**config.mk**
```make
export PLATFORM = sky130hd
export DESIGN_NAME = ni_param_gen2
export DESIGN_NICKNAME = d
export VERILOG_FILES = /design/src/rtl/ni_param_gen2.sv
export SDC_FILE = /design/constraint.sdc
export NUM_CORES = 1
export LEC_CHECK = 0
export CORE_MARGIN = 2
export CORE_UTILIZATION = 50
export DETAILED_ROUTE_END_ITERATION = 10
export PLACE_DENSITY = 0.7
export SLEW_MARGIN = 20
export SYNTH_ARGS = -nofsm -noshare
export SYNTH_HDL_FRONTEND = slang
export SYNTH_SLANG_ARGS = --single-unit
```
**constraint.sdc**
```tcl
create_clock -name clk -period 3.82 [get_ports clk]
set_input_delay 0.382 -clock clk [delete_from_list [all_inputs] [get_ports clk]]
set_output_delay 0.382 -clock clk [all_outputs]
set_load 0.01 [all_outputs]
```
**src/rtl/ni_param_gen2.sv**
```systemverilog
// GPU<->router network interface: egress dest-ID to routing-header mapping, ingress own-address filter.
// Each direction has a FIFO feeding a registered output stage; flits that are dropped are counted in saturating counters.

module ni_param_gen2_fifo #(
  parameter int DATA_W = 16,
  parameter int DEPTH  = 8
) (
  input  logic                      clk,
  input  logic                      reset,
  input  logic                      push,
  input  logic [DATA_W-1:0]         push_dat,
  output logic                      full,
  output logic [$clog2(DEPTH):0]    level,
  output logic [DATA_W-1:0]         out_dat,
  output logic                      out_vld,
  input  logic                      out_rdy
);
  localparam int PTR_W = $clog2(DEPTH);
  localparam int LVL_W = PTR_W + 1;

  logic [DATA_W-1:0] mem_q [DEPTH];
  logic [PTR_W-1:0]  wr_ptr_q, wr_ptr_d, rd_ptr_q, rd_ptr_d;
  logic [LVL_W-1:0]  level_q, level_d;
  logic [DATA_W-1:0] out_dat_q, out_dat_d;
  logic              out_vld_q, out_vld_d;
  logic              empty, push_en, pop;

  assign full    = (level_q == LVL_W'(DEPTH));
  assign level   = level_q;
  assign out_dat = out_dat_q;
  assign out_vld = out_vld_q;

  // The output register refills whenever it is empty or being taken this cycle.
  always_comb begin
    empty     = (level_q == '0);
    push_en   = push & ~full;
    pop       = (~out_vld_q | out_rdy) & ~empty;
    wr_ptr_d  = wr_ptr_q;
    rd_ptr_d  = rd_ptr_q;
    out_dat_d = out_dat_q;
    out_vld_d = out_vld_q;
    if (push_en) wr_ptr_d = wr_ptr_q + PTR_W'(1);
    if (pop) begin
      rd_ptr_d  = rd_ptr_q + PTR_W'(1);
      out_dat_d = mem_q[rd_ptr_q];
      out_vld_d = 1'b1;
    end else if (out_rdy) begin
      out_vld_d = 1'b0;
    end
    level_d = level_q + LVL_W'(push_en) - LVL_W'(pop);
  end

  always_ff @(posedge clk) begin
    if (push_en) mem_q[wr_ptr_q] <= push_dat;
  end

  always_ff @(posedge clk or posedge reset) begin
    if (reset) begin
      wr_ptr_q  <= '0;
      rd_ptr_q  <= '0;
      level_q   <= '0;
      out_dat_q <= '0;
      out_vld_q <= 1'b0;
    end else begin
      wr_ptr_q  <= wr_ptr_d;
      rd_ptr_q  <= rd_ptr_d;
      level_q   <= level_d;
      out_dat_q <= out_dat_d;
      out_vld_q <= out_vld_d;
    end
  end
endmodule

module ni_param_gen2 #(
  parameter int GPU_ID     = 4,
  parameter int NUM_GPUS   = 32,
  parameter int DATA_W     = 16,
  parameter int HDR_W      = 6,
  parameter int ADDR_OFS   = 3,
  parameter int FIFO_DEPTH = 8,
  parameter int CNT_W      = 8
) (
  input  logic                          clk,
  input  logic                          reset,
  input  logic [DATA_W-1:0]             gpu_data_in,
  input  logic                          gpu_valid_in,
  output logic                          gpu_ready_out,
  output logic [DATA_W-1:0]             gpu_data_out,
  output logic                          gpu_valid_out,
  input  logic                          gpu_ready_in,
  output logic [DATA_W-1:0]             router_data_out,
  output logic                          router_valid_out,
  input  logic                          router_ready_in,
  input  logic [DATA_W-1:0]             router_data_in,
  input  logic                          router_valid_in,
  output logic                          router_ready_out,
  output logic [$clog2(FIFO_DEPTH):0]   tx_level,
  output logic [$clog2(FIFO_DEPTH):0]   rx_level,
  output logic [CNT_W-1:0]              bad_dest_cnt,
  output logic [CNT_W-1:0]              misroute_cnt,
  input  logic                          cnt_clr
);
  localparam int PAY_W = DATA_W - HDR_W;
  localparam logic [HDR_W-1:0] OFS      = HDR_W'(ADDR_OFS);
  localparam logic [HDR_W-1:0] OWN_ADDR = HDR_W'(GPU_ID + ADDR_OFS);

  logic              run_q;
  logic              tx_full, rx_full;
  logic              tx_push, rx_push, bad_inc, mis_inc;
  logic [DATA_W-1:0] tx_dat, rx_dat;
  logic [HDR_W-1:0]  gpu_dest, rtr_hdr;
  logic              dest_ok;
  logic [CNT_W-1:0]  bad_cnt_q, bad_cnt_d, mis_cnt_q, mis_cnt_d;

  // run_q keeps both ready pins low while reset is asserted.
  assign gpu_ready_out    = run_q & ~tx_full;
  assign router_ready_out = run_q & ~rx_full;
  assign bad_dest_cnt     = bad_cnt_q;
  assign misroute_cnt     = mis_cnt_q;

  always_comb begin
    gpu_dest  = gpu_data_in[DATA_W-1 -: HDR_W];
    rtr_hdr   = router_data_in[DATA_W-1 -: HDR_W];
    dest_ok   = (gpu_dest != '0) && (gpu_dest <= HDR_W'(NUM_GPUS));
    tx_push   = gpu_valid_in & gpu_ready_out & dest_ok;
    bad_inc   = gpu_valid_in & gpu_ready_out & ~dest_ok;
    rx_push   = router_valid_in & router_ready_out & (rtr_hdr == OWN_ADDR);
    mis_inc   = router_valid_in & router_ready_out & (rtr_hdr != OWN_ADDR);
    tx_dat    = {gpu_dest + OFS, gpu_data_in[PAY_W-1:0]};
    rx_dat    = {rtr_hdr - OFS, router_data_in[PAY_W-1:0]};
    bad_cnt_d = bad_cnt_q;
    mis_cnt_d = mis_cnt_q;
    if (cnt_clr) begin
      bad_cnt_d = '0;
      mis_cnt_d = '0;
    end else begin
      if (bad_inc && (bad_cnt_q != '1)) bad_cnt_d = bad_cnt_q + CNT_W'(1);
      if (mis_inc && (mis_cnt_q != '1)) mis_cnt_d = mis_cnt_q + CNT_W'(1);
    end
  end

  always_ff @(posedge clk or posedge reset) begin
    if (reset) begin
      run_q     <= 1'b0;
      bad_cnt_q <= '0;
      mis_cnt_q <= '0;
    end else begin
      run_q     <= 1'b1;
      bad_cnt_q <= bad_cnt_d;
      mis_cnt_q <= mis_cnt_d;
    end
  end

  ni_param_gen2_fifo #(.DATA_W(DATA_W), .DEPTH(FIFO_DEPTH)) u_tx_fifo (
    .clk(clk), .reset(reset), .push(tx_push), .push_dat(tx_dat),
    .full(tx_full), .level(tx_level),
    .out_dat(router_data_out), .out_vld(router_valid_out), .out_rdy(router_ready_in)
  );

  ni_param_gen2_fifo #(.DATA_W(DATA_W), .DEPTH(FIFO_DEPTH)) u_rx_fifo (
    .clk(clk), .reset(reset), .push(rx_push), .push_dat(rx_dat),
    .full(rx_full), .level(rx_level),
    .out_dat(gpu_data_out), .out_vld(gpu_valid_out), .out_rdy(gpu_ready_in)
  );
endmodule

```
* After elaboration in Yosys (flattened, before gate mapping)
Memories as Yosys holds them, arrays and structs flattened. A register that Yosys moved wholly into a read port is not among the register bits.
Cells that the tools add are included.
** Storage, ports and cells
- Word-level logic and storage cells :: 75
- Input port bits :: 39
- Memory bits (writable) :: 256
- Register bits :: 39
- Output and inout port bits :: 60
- Memories :: 2
** Cells by class
- Muxes and demuxes :: 12
- Equality and inequality tests :: 6
- Reductions and logical operators :: 10
- $lt $le $gt $ge :: 1
- Bitwise gates (word level) :: 21
- $add $sub $neg :: 12
** Memories
- u_rx_fifo.mem_q :: depth 8, bits a word 16, read ports 1, clocked after Yosys merged registers in 1, write ports 1, RTL line 21 : logic [DATA_W-1:0] mem_q [DEPTH];
- u_tx_fifo.mem_q :: depth 8, bits a word 16, read ports 1, clocked after Yosys merged registers in 1, write ports 1, RTL line 21
** Operator list (count)
- $mux 8 :: 4
- $add 8x1->8 const B :: 2
- $ne 8x8->1 const B :: 2
- $add 3x1->3 const B :: 4
- $and 1x1->1 :: 12
- $add 4x1->4 :: 2
- $eq 4x4->1 const B :: 2
- $logic_not 4->1 :: 2
- $mux 1 :: 8
- $reduce_bool 2->1 :: 4
- $sub 4x1->4 :: 2
- $not 1->1 :: 7
- $add 6x2->6 const B :: 1
- $eq 6x3->1 const B :: 1
- $le 6x6->1 const B :: 1
- $ne 6x3->1 const B :: 1
- $reduce_bool 6->1 :: 1
- $sub 6x2->6 const B :: 1
- $logic_and 1x1->1 :: 3
- $or 1x1->1 :: 2

* Logic depth before layout (Yosys ltp)
- Word-level depth :: 8
- Mapped depth :: 10
- Depth with buffers taken out :: 10

* Hierarchy
Synthesis repeated with hierarchy kept, for this count alone.
** Unflattened totals
- Cell total of the unflattened synthesis :: 841
- Area, all modules :: 13638.1 µm²
** By module, submodules not included
- ni_param_gen2_fifo :: sequential area each 4519.3 µm², instances 2, area an instance 6222.2 µm², cells an instance 355
- ni_param_gen2 :: sequential area each 425.4 µm², instances 1, area an instance 1193.6 µm², cells an instance 131

* Worst setup path after synthesis
Ideal clock, no wire load.
- Kind :: input to register
- Start :: input gpu_data_in[10]
- End :: memory u_tx_fifo.mem_q[0][0], enable pin
- Cell stages on the path :: 6
- Setup time :: 0.431 ns
- Arrival :: 3.134 ns
- Setup slack :: 0.255 ns
- Required time :: 3.389 ns
- Buffers on the path :: 0
- Cell sequence :: inv_1 > ha_1 > nor4b_2 > xnor2_1 > nand3_1 > nor4_1
** On the way
- Cells in the longest elaborated chain, start to end :: 6
- Elaborated cells on any way between the ends :: 7
- Those cells by class :: order compare: 1; mux: 2; bitwise: 2; reduce/logical: 2
** RTL lines
- from (decl) :: RTL line 85 : input logic [DATA_W-1:0] gpu_data_in,
- $le 6x6->1 / $reduce_bool 6->1 (equally long branches) :: RTL line 124 : dest_ok = (gpu_dest != '0) && (gpu_dest <= HDR_W'(NUM_GPUS));
- $logic_and 1x1->1 * :: RTL line 124
- $and 1x1->1 * :: RTL line 125 : tx_push = gpu_valid_in & gpu_ready_out & dest_ok;
- $and 1x1->1 * :: RTL line 36 : push_en = push & ~full;
- $mux 1 * :: RTL line 54 : if (push_en) mem_q[wr_ptr_q] <= push_dat;
- $mux 1 (not written as such) * :: RTL line 54
- to (decl) :: RTL line 21
Mark *: on every way between the ends. The rest lies on a longest branch, timed or not.

* Worst setup path after layout
- Start :: input gpu_data_in[10]
- End :: register u_tx_fifo.level_q[2] (netlist: u_tx_fifo.level[2])
** On the way
- Cells in the longest elaborated chain, start to end :: 6
- Elaborated cells on any way between the ends :: 7
- Those cells by class :: add/sub: 2; order compare: 1; bitwise: 2; reduce/logical: 2
** RTL lines
- $le 6x6->1 / $reduce_bool 6->1 (equally long branches) :: RTL line 124
- $logic_and 1x1->1 * :: RTL line 124
- $and 1x1->1 * :: RTL line 125
- $and 1x1->1 * :: RTL line 36
- net u_tx_fifo.push_en :: RTL line 26 : logic empty, push_en, pop;
- $add 4x1->4 * :: RTL line 50 : level_d = level_q + LVL_W'(push_en) - LVL_W'(pop);
- $sub 4x1->4 * :: RTL line 50
- net u_tx_fifo.level_d[2] :: RTL line 23 : logic [LVL_W-1:0] level_q, level_d;
- to (signal assigned) :: RTL line 67 : level_q <= level_d;
- to (decl) :: RTL line 23
The timed path passes the listed nets; every way through them passes the cells marked *.
A chain may end at the register's enable or synchronous reset.

==> reports/summary.txt <==
total die area - 0.0272 mm^2
Worst Setup Start Kind - input port
drt drc - 0
vias per inst - 5.54
Place WS - 0.571 ns
H-tree levels - 2
Worst VDD drop - 0.457 mV
share of cells above drive strength 1 - 0.176
Routed Antenna Nets - 0
Layout area overhead - 19.9%
RSZ-0062 raised after global routing - no
Syn Area/Cell - 18.1 um^2
post-DP HPWL - 15.6 mm
Final Worst Setup Slack - 1.07 ns
routability congestion estimate - 0.806
Netlist Area Pre-Place - 0.0130 mm^2
period utilization - 0.719
cts hold-fix bufs - 0
synthesized instance count - 716
Tmin final - 2.75 ns
commonest non-fill, non-tap cells in the layout - edfxtp_1, clkdlybuf4s50_1, dfrtp_1
most used cell, CP - inv_1
Hold Path Class - in2async
row count - 58
simple-gate share of the synthesized area - 0.0490
diodes inserted - 0
final instance area - 0.0155 mm^2
Post-synth ARST share - 0.217
# resized after CTS - 0
max-cap viol count - 0
sum of buffers and inverters on the critical path - 4
total core area - 0.0253 mm^2
TritonRoute pass-1 iters - 5
status - completed
worst skew pair latency - 0.51 ns
largest family of logic cells by synthesized area - multiplexers
Slew @ Worst Pin - 1.04 ns
Crit path max-delay family - buffers and inverters
Clock Skews - 0.0236 ns
cell at the slowest stage of the critical path - clkdlybuf4s50_1
reg2reg path depth - 10
first-pass GRT wire length - 38.7 mm
CP arrival - 3.13 ns
Setup TNS - 0 ns
YS warnings - 0
fmax - 364 MHz
setup slack, reg-to-reg - 1.43 ns
CTS tree - yes
GRT Total Usage - 0.190
Critical Path End - u_tx_fifo.level[2]
drt total wl - 24.5 mm
Placement Cell Area - 0.0145 mm^2
Compound-Gate Fraction of Synth Area - 0.0214
height of the die - 165 um
worst r2r dst - u_tx_fifo.level[1]
DIE WIDTH - 165 um
Post-synth EDFFs - 256
max incr delay on CP - 0.50 ns
Final Setup Violations - 0
Pins Over Slew Limit - 0
largest net degree at the start of global routing - 51
Critical Path Stages - 11
Synth Flop Type - edfxtp_1
worst-path fanout max - 9
CP required - 4.20 ns
Hold Vio Cnt, Final - 0
Initial DRC Count - 477
via count of the routed design - 6643
Pwr per Cell Area - 670 mW/mm^2
Worst R2R Start - u_tx_fifo.level[2]
max_slew headroom - 0.309
Syn Nets - 777
Synth cell types - 41
cts bufs inserted - 34
clock net sink count - 327
Synth Area in Adders - 0.0224
Layout Nets - 905
crit path from - gpu_data_in[10]
number of global-route vias before repair - 7068
Critical Setup Path Class - in2reg
Synth Area in XOR/XNOR - 0.0196
Overflow after GRT - 0
register bit total from synthesis - 327
initial antenna violation count - 0
CP cell instances - clkdlybuf4s50_1 > inv_1 > ha_1 > nor4b_2 > xnor2_1 > nand3_1 > inv_1 > ha_1 > inv_1 > fa_1 > xnor2_1
CTS clock-pin slew for the worst setup and hold paths - 0.06 ns
postcts setup bufs - 0
root buffer cell - clkbuf_16
CTS Buffer Depth - 3
leak pwr - 5.44 nW
DR WL/cell - 20.4 um
Initial Util - 0.512
Final Util - 0.614
# port buffers - 98
crit end category - flip-flop
boundary pin count - 99
Seq/Total Area, Yosys - 0.730
multiplexer area fraction after synthesis - 0.142
hold slack - 0.389 ns
commonest non-fill, non-tap cell in the layout - edfxtp_1
-- power breakdown --
part	internal, mW	switching, mW
combinational	1.48	1.14
clock	1.87	1.28
sequential	4.20	0.449
total	7.55	2.87
-- stage by stage --
step                      instances  power (mW)
after detailed placement       1138        7.40
after global placement         1138        7.31
after global routing           1199        11.0
after floorplan                 716        6.35
after CTS                      1199        10.6
final                          1199        10.4
-- layout make-up --
class | instances | area, um^2
fillers | 1820 | 9780
flip-flops and latches | 327 | 9470
multi-input cells | 338 | 3350
repair buffers | 122 | 1160
clock buffers | 50 | 952
well taps | 330 | 413
clock inverters | 11 | 118
inverters | 21 | 80.1
-- cells by family (layout without fill, tap and decap cells) --
kind of cell / count (synthesis) / count (layout)
and+or+nand+nor: 132 / 132
muxes: 103 / 103
DFF: 327 / 327
adders and majority gates: 22 / 22
AOI/OAI and AO/OA: 51 / 51
xor gates and xnor gates: 29 / 29
buffers and inverters: 51 / 204
other: 1 / 1
-- layer usage --
| metal | global-route usage | vias to the layer above | wire, um |
|---|---|---|---|
| met4 | 0.0482 | 0 | 399 |
| met5 | 0 | - | 0 |
| met2 | 0.330 | 163 | 12700 |
| met3 | 0.0301 | 36 | 1220 |
| met1 | 0.251 | 3414 | 10100 |
| li1 | - | 3030 | - |
-- flip-flops by register name (all words and copies together) (netlist names) --
| register | flops |
|---|---|
| u_tx_fifo.out_dat | 16 |
| u_rx_fifo.rd_ptr_q | 3 |
| u_tx_fifo.out_vld | 1 |
| u_tx_fifo.level | 4 |
| u_rx_fifo.wr_ptr_q | 3 |
| bad_dest_cnt | 8 |
| u_rx_fifo.level | 4 |
| u_rx_fifo.out_dat | 16 |
| run_q | 1 |
| u_tx_fifo.wr_ptr_q | 3 |
| misroute_cnt | 8 |
| u_tx_fifo.rd_ptr_q | 3 |
| u_rx_fifo.out_vld | 1 |
| u_tx_fifo.mem_q | 128 |
| u_rx_fifo.mem_q | 128 |
-- worst min-delay path by stage --
stage	end	cells after the start
2_1_floorplan	u_rx_fifo.wr_ptr_q[0]	1
3_5_place_dp	u_rx_fifo.wr_ptr_q[0]	1
4_1_cts	u_rx_fifo.level[2]	2
3_3_place_gp	u_tx_fifo.out_dat[14]	2
5_1_grt	u_rx_fifo.out_dat[4]	2
6_report	u_rx_fifo.level[2]	2
-- synth_stat cells, types with 2 or more instances --
cell | instances | area (um^2)
nor2_1 | 60 | 225
ha_1 | 20 | 250
nand4_1 | 2 | 12.5
and3_1 | 2 | 12.5
nand3b_1 | 2 | 15.0
and2_1 | 2 | 12.5
buf_2 | 6 | 30.0
xor2_1 | 10 | 87.6
nor2b_1 | 4 | 25.0
inv_1 | 21 | 78.8
nand2_1 | 17 | 63.8
nand2b_1 | 5 | 31.3
edfxtp_1 | 256 | 7690
clkbuf_1 | 23 | 86.3
nand3_1 | 12 | 60.1
mux2i_1 | 34 | 340
a21oi_1 | 41 | 205
fa_1 | 2 | 40.0
or4_1 | 2 | 15.0
mux4_2 | 64 | 1440
dfrtp_1 | 71 | 1780
mux2_2 | 5 | 56.3
a21o_1 | 4 | 30.0
o21ai_0 | 2 | 10.0
xnor2_1 | 19 | 166
nor3_1 | 12 | 60.1
nor4_1 | 4 | 25.0
(Power assumes the default switching activity.)
==> edit 1, RTL diff (same settings) <==
`out_dat_q` no longer has a reset.
--- a/src/rtl/ni_param_gen2.sv
+++ b/src/rtl/ni_param_gen2.sv
@@ -59,15 +59,17 @@
       wr_ptr_q  <= '0;
       rd_ptr_q  <= '0;
       level_q   <= '0;
-      out_dat_q <= '0;
       out_vld_q <= 1'b0;
     end else begin
       wr_ptr_q  <= wr_ptr_d;
       rd_ptr_q  <= rd_ptr_d;
       level_q   <= level_d;
-      out_dat_q <= out_dat_d;
       out_vld_q <= out_vld_d;
     end
+  end
+
+  always_ff @(posedge clk) begin
+    out_dat_q <= out_dat_d;
   end
 endmodule
 
Check against the original RTL: differs if reset is asserted again (counterexample within 4 cycles, from zero or initial values and one cycle with reset high); with reset held inactive, the same outputs for 10 cycles.
==> edit 1 against the unedited design <==
Die area is 0.58% lower; count of clock-buffer cells in the layout shrank 6; design area shrank 0.75%; sequential cell count stayed put; setup slack got worse by 0.14 ns; area after synthesis decreased by 0.60%; power down 1.9%; combinational power shrank 6%; clock power shrank 4%; wire length down 5.6%; critical path depth fell by 1; critical path type unchanged; critical endpoint is now u_tx_fifo.mem_q[5][4]$_DFFE_PP_.
==> edit 1: results (changes against the unedited design) <==
set qor(run_status) {completed}
set qor(detailed_place_hpwl_um) 13900 ;# -11%
set qor(globalRouteMet3Util) 0.0316 ;# +0.00151
set qor(pin_count_of_the_biggest_net_entering_global_routing) 40 ;# -22%
set qor(clock_buffer_count) 44 ;# -12%
set qor(grt.met1_usage) 0.239 ;# -0.0124
set qor(worst-endpoint-arrival_ns) 3.06 ;# -0.07 ns
set qor(dr.first_iter.drc_count) 318 ;# -33%
set qor(grt_first_pass_wirelength_um) 35900 ;# -7.1%
set qor(synth_sequential_area_ratio) 0.747 ;# +0.0168
set qor(ranking_of_synthesized_cells_by_instance_count) {288 x edfxtp_1, 64 x mux4_2, 39 x dfrtp_1}
set qor(maximum_resistive_drop_on_vdd_mv) 0.383 ;# -16%
set qor(met1_wirelength_um) 9890 ;# -2.5%
set qor(globalRouteMet2Util) 0.300 ;# -0.0296
set qor(met3_wirelength_um) 1220 ;# +0.25%
set qor(register_area_um2) 9630 ;# +1.7%
set qor(netSwitchingPower_w) 0.00266 ;# -7.3%
set qor(reg2reg_depth) 8 ;# -2
set qor(r2r_setup_slack_ns) 1.31 ;# -0.12 ns
set qor(power_clock_w) 0.00302 ;# -4%
set qor(synthTopCellsByArea) {edfxtp_1 67%, mux4_2 11%, dfrtp_1 7.6%}
set qor(fillCellCount) 1803 ;# -0.93%
set qor(synth_fp_nets) 703 ;# -9.5%
set qor(cp_max_fo) 16 ;# +7
set qor(detailedRoute.firstPassIterationCount) 4 ;# -1
set qor(synthArstFlopShare) 0.119 ;# -0.0979
set qor(post-place-ws_ns) 0.416 ;# -0.156 ns
set qor(synth_edf_count) 288 ;# +13%
set qor(number_of_global_route_vias_before_repair) 6509 ;# -7.9%
set qor(wl_met2_um) 11700 ;# -8.1%
## edit 1: cell types whose count changed in the layout (fill, tap and decap cells not counted), moves of 6 or more
cell	delta
dfrtp_1	-32
edfxtp_1	+32
nand3_1	-7
mux2_2	+30
nor2_1	-32
mux2i_1	-32
a21oi_1	-34
nor4_1	+6
## edit 1: kinds of logic (layout without fill, tap and decap cells)
family	after synthesis	after routing	synth area share
AO/OA/AOI/OAI	17	17	0.00884
buffers and inverters	48	198	0.0147
adder cells (fa/ha/maj)	22	22	0.0225
XOR/XNOR	33	33	0.0230
multiplexers	101	101	0.144
other	1	1	0.000291
AND/OR/NAND/NOR	93	93	0.0397
flip-flops	327	327	0.747
## edit 1: through the flow
stage,instances,power (W),hold WS [ns],cell area [µm²]
after global placement,1067,0.00725,0.502,14400
after global routing,1122,0.0107,0.350,15400
after floorplan,642,0.00634,0.480,12900
after detailed placement,1067,0.00734,0.513,14400
final,1122,0.0102,0.302,15400
after CTS,1122,0.0104,0.298,15400
==> edit 2, RTL diff (config.mk and constraints unchanged) <==
Without the edit above. Change the parameter `CNT_W` from 8 to 12.
--- a/src/rtl/ni_param_gen2.sv
+++ b/src/rtl/ni_param_gen2.sv
@@ -78,7 +78,7 @@
   parameter int HDR_W      = 6,
   parameter int ADDR_OFS   = 3,
   parameter int FIFO_DEPTH = 8,
-  parameter int CNT_W      = 8
+  parameter int CNT_W      = 12
 ) (
   input  logic                          clk,
   input  logic                          reset,
Ports: changed (resized bad_dest_cnt and misroute_cnt); port bits go from 99 to 107. The function was not compared with the original's and may differ.
==> edit 2 against the unedited design <==
Setup slack got worse by 0.021 ns; count of clock-buffer cells in the layout is 2 lower; first-iteration DRC count is 16% higher; design area up 5.2%; register-to-register slack gained 0.10 ns; cell count rose by 7.0%; area after synthesis up 4.2%; power up 4.6%; wire length grew 5.2%; clock power up 12%; sequential cell count increased by 8; critical path type unchanged; largest power group unchanged; highest routed layer unchanged.
==> edit 2: results (changes against the unedited design) <==
set qor(run_status) {completed}
set qor(fin_nets) 975 ;# +7.7%
set qor(synth_warnings) 0 ;# unchanged
set qor(port-buffer-count) 106 ;# +8.2%
set qor(ranking_of_synthesized_cells_by_instance_count) {256 x edfxtp_1, 79 x dfrtp_1, 71 x nor2_1}
set qor(drive_gt1_frac) 0.191 ;# +0.0150
set qor(globalRouteMet3Util) 0.0320 ;# +0.00183
set qor(fillCellCount) 1938 ;# +6.5%
set qor(synth_sequential_area_ratio) 0.716 ;# -0.0144
set qor(wirelength_um) 25800 ;# +5.2%
set qor(fin_cells) 1283 ;# +7.0%
set qor(cts_inserted_buffers) 36 ;# +5.9%
set qor(avgViaCountPerCell) 5.49 ;# -0.84%
set qor(number_of_cells_in_the_design_after_placement) 1217 ;# +6.9%
set qor(power.leakage_nw) 5.82 ;# +6.8%
set qor(relSlewSlack) 0.242 ;# -0.0667
set qor(detailedRoute.firstPassIterationCount) 4 ;# -1
set qor(maximum_resistive_drop_on_vdd_mv) 0.402 ;# -12%
set qor(syn_avg_cell_area_um2) 17.4 ;# -3.8%
set qor(globalRouteMet2Util) 0.306 ;# -0.0240
set qor(grt.met1_usage) 0.265 ;# +0.0140
set qor(synthTopCellsByArea) {edfxtp_1 57%, dfrtp_1 15%, mux4_2 11%}
set qor(post_synth_num_cell_types) 48 ;# +17%
set qor(detailed_place_hpwl_um) 16200 ;# +3.8%
set qor(synth_fp_nets) 836 ;# +7.6%
set qor(clock_path_buffers) 3 ;# unchanged
set qor(grt_first_pass_wirelength_um) 40700 ;# +5.2%
set qor(cp_slowest_stage_delay_ns) 0.43 ;# -0.07 ns
set qor(pin_count_of_the_biggest_net_entering_global_routing) 36 ;# -29%
set qor(dr.first_iter.drc_count) 553 ;# +16%
set qor(timing.clock.skew_ns) 0.0220 ;# -0.00153 ns
set qor(finalWeightedCongestion) 0.773 ;# -4.1%
set qor(grtUsageTotal) 0.187 ;# -0.00283
set qor(number_of_global_route_vias_before_repair) 7072 ;# +0.057%
set qor(synthArstFlopShare) 0.236 ;# +0.0187
set qor(r2r_setup_slack_ns) 1.53 ;# +0.10 ns
set qor(worst-endpoint-arrival_ns) 2.96 ;# -0.17 ns
set qor(reg2reg_depth) 8 ;# -2
set qor(r2r-start) {u_tx_fifo.level[1]$_DFF_PP0_}
set qor(worstSetupEndpoint) {u_tx_fifo.mem_q[4][12]$_DFFE_PP_}
set qor(cp_max_fo) 16 ;# +7
==> edit 2: cell count changes in the layout (fill, tap and decap cells not counted), sizes merged, moves of 5 or more <==
cell           change
nand2             +13
nor2              +11
nand3              -5
dfrtp              +8
clkinv             +5
clkdlybuf4s50      +8
nand4              +7
==> edit 2: report_power, final <==
group	internal [W]	switching (W)	total, W
Clock	0.00213	0.00139	0.00352
Combinational	0.00150	0.00110	0.00260
Sequential	0.00428	0.000509	0.00479
==> edit 2: worst register-to-register path, cell delays in order (launching register included) <==
cell	delay, ns
dfrtp_1	0.44
nor2_1	0.36
a21oi_1	0.21
nand2_1	0.29
inv_1	0.15
ha_1	0.24
inv_1	0.07
fa_1	0.40
inv_1	0.06
==> edit 2: layout make-up <==
type	instances	area, µm²	share of cell area
sequential	335	9670	0.591
multi-input combinational	387	3690	0.226
timing repair buffer	131	1250	0.0764
clock buffer	48	1040	0.0634
tap	341	427	0.0261
clock inverter	18	196	0.0120
inverter	23	87.6	0.00536
==> edit 2: metrics by stage <==
stage / hold WS, ns / setup WS [ns] / cell area (µm²)
floorplan: 0.481 / 0.349 / 13500
global placement: 0.506 / 0.637 / 15100
detailed placement: 0.519 / 0.542 / 15100
CTS: 0.239 / 1.09 / 16400
global route: 0.270 / 0.833 / 16400
finish: 0.235 / 1.05 / 16400
==> edit 2: logic make-up (layout without fill, tap and decap cells) <==
logic type,after synthesis,in the layout,synth area share
compound gates,56,56,0.0237
xor+xnor,35,35,0.0233
fa+ha+maj,22,22,0.0215
buf+inv,53,220,0.0156
flops,335,335,0.716
mux,105,105,0.138
other cells,1,1,0.000278
simple gates,168,168,0.0619
==> edit 2: how the worst min path moves through the flow <==
stage,startpoint,to,cells past startpoint
6_report,reset,u_tx_fifo.out_dat[9]$_DFFE_PP0P_,2
2_1_floorplan,router_data_in[0],u_rx_fifo.mem_q[0][0]$_DFFE_PP_,0
3_3_place_gp,u_rx_fifo.out_dat[4]$_DFFE_PP0P_,u_rx_fifo.out_dat[4]$_DFFE_PP0P_,2
4_1_cts,reset,u_tx_fifo.out_dat[9]$_DFFE_PP0P_,2
5_1_grt,reset,u_rx_fifo.level[3]$_DFF_PP0_,2
3_5_place_dp,u_tx_fifo.out_dat[7]$_DFFE_PP0P_,u_tx_fifo.out_dat[7]$_DFFE_PP0P_,2
==> edit 2: routing by layer <==
layer | up-vias | wire (µm)
li1 | 3264 | -
met1 | 3599 | 11500
met2 | 156 | 12700
met3 | 30 | 1150
met4 | 0 | 398
met5 | - | 0
